===== config.mk =====
export PLATFORM = sky130hd
export DESIGN_NAME = divisor_secuencial
export DESIGN_NICKNAME = d
export VERILOG_FILES = /design/src/rtl/divisor_secuencial.sv
export SDC_FILE = /design/constraint.sdc
export NUM_CORES = 1
export LEC_CHECK = 0
export CORE_MARGIN = 2
export CORE_UTILIZATION = 48
export CTS_CLUSTER_DIAMETER = 50
export DETAILED_ROUTE_END_ITERATION = 6
export PLACE_DENSITY = 0.79
export SYNTH_ARGS = -nofsm -noshare
export SYNTH_HDL_FRONTEND = slang
export SYNTH_SLANG_ARGS = --single-unit

===== constraint.sdc =====
create_clock -name clk -period 1.9 [get_ports clk]
set_input_delay 0.57 -clock clk [delete_from_list [all_inputs] [get_ports clk]]
set_output_delay 0.57 -clock clk [all_outputs]
set_load 0.01 [all_outputs]

===== src/rtl/divisor_secuencial.sv =====
// Sequential unsigned restoring divider: one quotient bit per cycle through a
// shared (N+1)-bit trial subtractor, driven by a start/done handshake.

module restadorNbits #(
    parameter int W = 5
) (
    input  logic [W-1:0] a,
    input  logic [W-1:0] b,
    output logic [W-1:0] diff,
    output logic         neg
);
    assign {neg, diff} = {1'b0, a} - {1'b0, b};
endmodule

// state | meaning
// IDLE  | waiting for start; outputs hold the last completed result
// ITER  | one restoring step per edge, N edges in total
// DONE  | result registers just updated; done pulses for one cycle
module divisor_secuencial #(
    parameter int N = 4
) (
    input  logic         clk,
    input  logic         rst_n,
    input  logic         start,
    input  logic [N-1:0] dividend,
    input  logic [N-1:0] divisor,
    output logic         busy,
    output logic         done,
    output logic [N-1:0] quotient,
    output logic [N-1:0] remainder,
    output logic         divByZero
);
    localparam int CW = $clog2(N + 1);

    typedef enum logic [1:0] {IDLE, ITER, DONE} state_t;

    state_t        state;
    state_t        state_nxt;
    logic [N-1:0]  r;
    logic [N-1:0]  q;
    logic [N-1:0]  d;
    logic [CW-1:0] cnt;
    logic [N:0]    p;
    logic [N:0]    diff;
    logic          neg;
    logic          take;
    logic          last;
    logic [N-1:0]  r_nxt;
    logic [N-1:0]  q_nxt;

    assign p = {r, q[N-1]};

    restadorNbits #(.W(N + 1)) u_sub (
        .a    (p),
        .b    ({1'b0, d}),
        .diff (diff),
        .neg  (neg)
    );

    // Since R < D always holds, diff[N] is zero whenever there is no borrow.
    assign take  = ~(neg | diff[N]);
    assign r_nxt = take ? diff[N-1:0] : p[N-1:0];
    assign q_nxt = {q[N-2:0], take};
    assign last  = (cnt == CW'(N - 1));

    assign busy = (state != IDLE);
    assign done = (state == DONE);

    always_ff @(posedge clk or negedge rst_n) begin
        if (!rst_n) begin
            state <= IDLE;
        end else begin
            state <= state_nxt;
        end
    end

    always_comb begin
        state_nxt = state;
        case (state)
            IDLE: begin
                if (start) begin
                    state_nxt = (divisor == '0) ? DONE : ITER;
                end
            end
            ITER: begin
                if (last) begin
                    state_nxt = DONE;
                end
            end
            DONE:    state_nxt = IDLE;
            default: state_nxt = IDLE;
        endcase
    end

    always_ff @(posedge clk or negedge rst_n) begin
        if (!rst_n) begin
            r         <= '0;
            q         <= '0;
            d         <= '0;
            cnt       <= '0;
            quotient  <= '0;
            remainder <= '0;
            divByZero <= 1'b0;
        end else begin
            case (state)
                IDLE: begin
                    if (start) begin
                        if (divisor == '0) begin
                            quotient  <= '1;
                            remainder <= dividend;
                            divByZero <= 1'b1;
                        end else begin
                            r   <= '0;
                            q   <= dividend;
                            d   <= divisor;
                            cnt <= '0;
                        end
                    end
                end
                ITER: begin
                    r   <= r_nxt;
                    q   <= q_nxt;
                    cnt <= cnt + CW'(1);
                    if (last) begin
                        quotient  <= q_nxt;
                        remainder <= r_nxt;
                        divByZero <= 1'b0;
                    end
                end
                default: ;
            endcase
        end
    end
endmodule

## Word-level counts from Yosys, hierarchy flattened

Index checks and enable logic that the tools add are counted.
W data, S select, Z words.

- Logic and storage cells: 54
- Register bits after elaboration: 26
- Output and inout bits: 11
- Input port bits: 11

- Reductions and logical operators: 8
- Add/sub/neg operators: 2
- Equality and inequality tests: 7
- Multiplexer cells: 26
- Bitwise gates (word level): 3

Operators with widths:

| cell | number |
|---|---|
| $mux W4 | 11 |
| $pmux W4 S2 | 4 |
| $ne A2 B2 Y1 const B | 4 |
| $mux W2 | 3 |
| $mux W3 | 2 |
| $pmux W3 S2 | 1 |
| $reduce_and A3 Y1 | 2 |
| $sub A5 B4 Y6 | 1 |
| $logic_not A4 Y1 | 1 |
| $pmux W2 S2 | 1 |
| $reduce_and A4 Y1 | 1 |
| $reduce_bool A2 Y1 | 2 |
| $add A3 B1 Y3 const B | 1 |
| $eq A3 B2 Y1 const B | 1 |
| $mux W1 | 3 |
| $eq A2 B1 Y1 const B | 1 |
| $eq A2 B2 Y1 const B | 1 |
| $logic_not A2 Y1 | 1 |
| $not A1 Y1 | 2 |
| $pmux W1 S2 | 1 |
| $reduce_and A2 Y1 | 1 |
| $or A1 B1 Y1 | 1 |

## Depth between registers and ports, before layout

- Depth after elaboration: 5
- Gate-level depth with buffers: 10
- Depth with buffers taken out: 9

## Hierarchy

Synthesis repeated with hierarchy kept, for this count alone.

- Cells, all modules: 145
- Area, all modules: 1453.9 µm²

By module, submodules not included:

| module | area an instance (µm²) | instances | sequential area each (µm²) | cells each |
|---|---|---|---|---|
| divisor_secuencial | 1247.4 | 1 | 650.6 | 116 |
| restadorNbits | 206.4 | 1 | 0.0 | 29 |

## Worst setup path after synthesis

OpenSTA, ideal clock, no wires.

- Path kind: register -> register
- From: reg q[3]
- To: reg r[2]
- Path buffers: 1
- Library setup time: 0.131 ns
- Required time: 1.769 ns
- Slack: -0.190 ns
- Arrival: 1.960 ns
- Stages on the path, launching flop included: 11
- Cell sequence: dfrtp_1 > inv_1 > ha_1 > inv_1 > fa_1 > clkbuf_1 > a211o_1 > a21oi_1 > o32ai_1 > a221oi_1 > o21ai_1

- Cells in the longest elaborated chain, start to end: 4

Ends and longest elaborated chain:

| what | line | source |
|---|---|---|
| start, declared | 40 | `logic [N-1:0] q;` |
| start signal, assigned | 114 | `q <= dividend;` |
| start signal, assigned | 122 | `q <= q_nxt;` |
| $sub A5 B4 Y6 * | 12 | `assign {neg, diff} = {1'b0, a} - {1'b0, b};` |
| $or A1 B1 Y1 | 61 | `assign take = ~(neg \| diff[N]);` |
| $mux W4 * | 62 | `assign r_nxt = take ? diff[N-1:0] : p[N-1:0];` |
| $pmux W4 S2 * | 105 | `case (state)` |
| end signal, assigned | 121 | `r <= r_nxt;` |
| end, declared | 39 | `logic [N-1:0] r;` |

Mark *: on every way between the ends. The rest lies on a longest branch, timed or not.
A chain may end at the register's enable or synchronous reset.

## Final worst setup path

- From: reg d[0]
- To: reg r[2]

- Cells in the longest elaborated chain, start to end: 4

Ends and longest elaborated chain:

| what | line | source |
|---|---|---|
| start, declared | 41 | `logic [N-1:0] d;` |
| start signal, assigned | 115 | `d <= divisor;` |
| $sub A5 B4 Y6 * | 12 |  |
| $or A1 B1 Y1 | 61 |  |
| $mux W4 * | 62 |  |
| $pmux W4 S2 * | 105 |  |

Marked as above.

==> impl_results.md <==
* CTS root buffer: clkbuf_4
* Primary FF master, synth: dfrtp_1
* Critical-path maximum fanout at 5
* Commonest non-fill, non-tap cell in the layout: buf_4
* Status: finished, violations left
* Flops & latches, synth at 26
* XOR/XNOR share of the synthesized area at 1.16%
* Max Fclk at 0.471 GHz
* TNS Setup at -1.74 ns
* Avg Synthesized Cell Area at 9.24 sq um
* Total congestion overflow at 0
* Placed Area at 1970 sq um
* GP Congestion at 0.834
* Critical path launch point type: flip-flop
* Chip Height at 60.0 um
* Pwr dens at 2110 nW/um^2
* Post-route ant nets at 0
* Final wirelength at 4230 um
* CP required at 2.10 ns
* Synth-to-Final Area Change at 42.8%
* Maximum VDD drop at 0.00112 V
* IO buf count at 21
* Switching share of power at 42.7%
* Relative slew margins at 55.4%
* Post-Synthesis Cells at 163
* Final Non-Filler Cells at 253
* DIE WIDTH at 60.0 um
* Clk_skew at 0.00774 ns
* Comb pwr share at 69.3%
* Max-Cap Viols at 0
* First-pass GRT wire length at 6920 um
* H-tree Lvls at 1
* Least-Margin Pin Slew at 0.668 ns
* Die ar. at 3600 sq um
* Post-route minimum period at 2.12 ns
* Clock Path Buffers at 2
* Psw at 1.94 mW
* Row cnt at 20
* RSZ-0062 raised after global routing: yes
* DP Cell Count at 245
* CP arrival at 2.33 ns
* Vias in the first global route at 1543
* Layout cells sized above 1 at 32.5%
* Clk Latency, worst-skew pair at 0.33 ns
* DRC Markers at 0
* Pint at 2.60 mW
* Leak at 0.956 nW
* Fraction of registers with async set or reset after synthesis at 100%
* Final nets at 228
* Hold Fails Final Rpt at 0
* Simple-gate share of the synthesized area at 18.1%
* Number of buffers created by CTS at 3
* Vias per inst at 5.77
* CORE AREA at 3030 sq um
* Largest net degree at the start of global routing at 27
* CP Capture Type: flip-flop
* Pwr Total at 4.54 mW
* Vias at 1459
* Post-Synthesis Cell Area at 1510 sq um
* Number of synthesized flops with an enable pin at 0
* Sequential power share at 22.4%
* # IOs at 22
* Syn Nets at 181
* Most frequent cells in the layout: 28 x buf_4, 26 x dfrtp_1, 20 x nand2_1, 15 x clkdlybuf4s50_1, 10 x o21ai_0
* Adder-Cell Fraction of Synth Area at 6.31%
* Hold/Removal Path Class: in -> reg
* Register area at 651 sq um
* DP HPWL at 3000 um
* Diodes inserted at 0
* Gr usage total at 25.9%
* Distinct cells, synth at 47
* Routed len/inst at 16.7 um
* Footprint of the multi-input gates at 906 sq um
* Clk sink count at 26
* CTS tree: done
* # setup viols final at 10
* Clock share of power at 8.3%
* Final period util at 112%
* Initial core utilization at 49.8%
* 1st-iter DRT viols at 87
* Fillcell total at 220
* Final Instance Area at 2150 sq um
* Clock slew at reported path FFs at 0.14 ns
* Ys Warns at 0
* Pins over their slew limit at 0
* Seq/Total Area, Yosys at 43.2%
* Setup CP Type: reg -> reg
* Initial antenna violation count at 0
* Total iterations of the first detailed-routing run at 4
* Synth Area in Compound Gates at 24.6%
* Largest family of logic cells by synthesized area: compound AO/OA/AOI/OAI gates
* Final setup margin at -0.222 ns
* Mux cell area share after synthesis at 1.41%
* Failing checks: negative setup slack
-- logic make-up after synthesis --
logic type                 count (synthesis)
AOI/OAI and AO/OA                         56
xor gates and xnor gates                   2
muxes                                      2
buffers and inverters                     20
and+or+nand+nor                           50
adders and majority gates                  7
DFF                                       26
-- through the flow --
stage	util [%]	worst slack (ns)	hold WS, ns
6_report	71.0	-0.222	0.512
5_1_grt	71.0	-0.361	0.491
4_1_cts	69.9	-0.243	0.517
3_5_place_dp	65.0	-0.560	0.485
3_3_place_gp	65.0	-0.517	0.473
2_1_floorplan	-	-0.132	0.274
-- registers in the layout, summed over array words and instances (netlist names) --
signal,count
quotient,4
r,4
cnt,3
remainder,4
divByZero,1
d,4
state,2
q,4
-- cell usage after synthesis (4+ instances only) --
cell	number	share of area, %
dfrtp_1	26	43
nand2_1	21	5.2
o21ai_0	14	4.7
inv_1	9	2.2
nor2_1	9	2.2
a21oi_1	8	2.7
clkbuf_1	8	2.0
ha_1	6	5.0
nand3_1	6	2.0
a31oi_1	5	2.1
o22a_1	4	2.3
-- worst paths after layout --
path,start,endpoint,slack (ns),cells after the start
max in group asynchronous,rst_n,quotient[3],1.05,2
max,d[0],r[2],-0.22,8
min,divisor[1],d[1],0.51,3
max reg2reg,d[0],r[2],-0.22,8
min reg2reg,quotient[2],quotient[2],0.52,1
min in group asynchronous,rst_n,q[1],0.59,2
-- metal layers --
| layer | global-route usage (%) | share of wire [%] | vias up |
|---|---|---|---|
| met4 | 9.84 | 2.0 | 0 |
| met5 | 0 | 0 | - |
| li1 | - | - | 685 |
| met2 | 46.6 | 55 | 39 |
| met3 | 4.98 | 3.4 | 11 |
| met1 | 30.1 | 39 | 724 |
-- layout make-up --
class | count | share of cell area (%)
multi-input combinational | 117 | 42.1
sequential | 26 | 30.3
timing repair buffer | 52 | 20.8
inverter | 10 | 1.86
tap | 44 | 2.56
clock inverter | 1 | 1.40
clock buffer | 3 | 1.05
-- power by group through the flow --
stage               registers (mW)  clock network, mW  logic, mW
finish                        1.02              0.377       3.15
floorplan                     1.05                  0       1.54
detailed placement            1.02                  0       2.67
global route                  1.05              0.408       3.39
CTS                           1.01              0.382       3.02
global placement              1.00                  0       2.55
-- timing repair --
action / CTS / global route
hold buffers: 0 / 0
buffers inserted: 2 / 4
pin swaps: 21 / 8
resized for setup: 24 / 9
hold endpoints to repair: 0 / 0
setup endpoints to repair: 23 / 19
-- critical path, stage by stage (launching register included) --
cell and delay, ns:
dfrtp_1 0.45, ha_4 0.16, inv_2 0.03, fa_2 0.39
a211o_1 0.26, a21oi_2 0.14, o32ai_2 0.09, a221oi_2 0.38
o21ai_1 0.10
No activity file was read; power rests on OpenSTA's default activity.
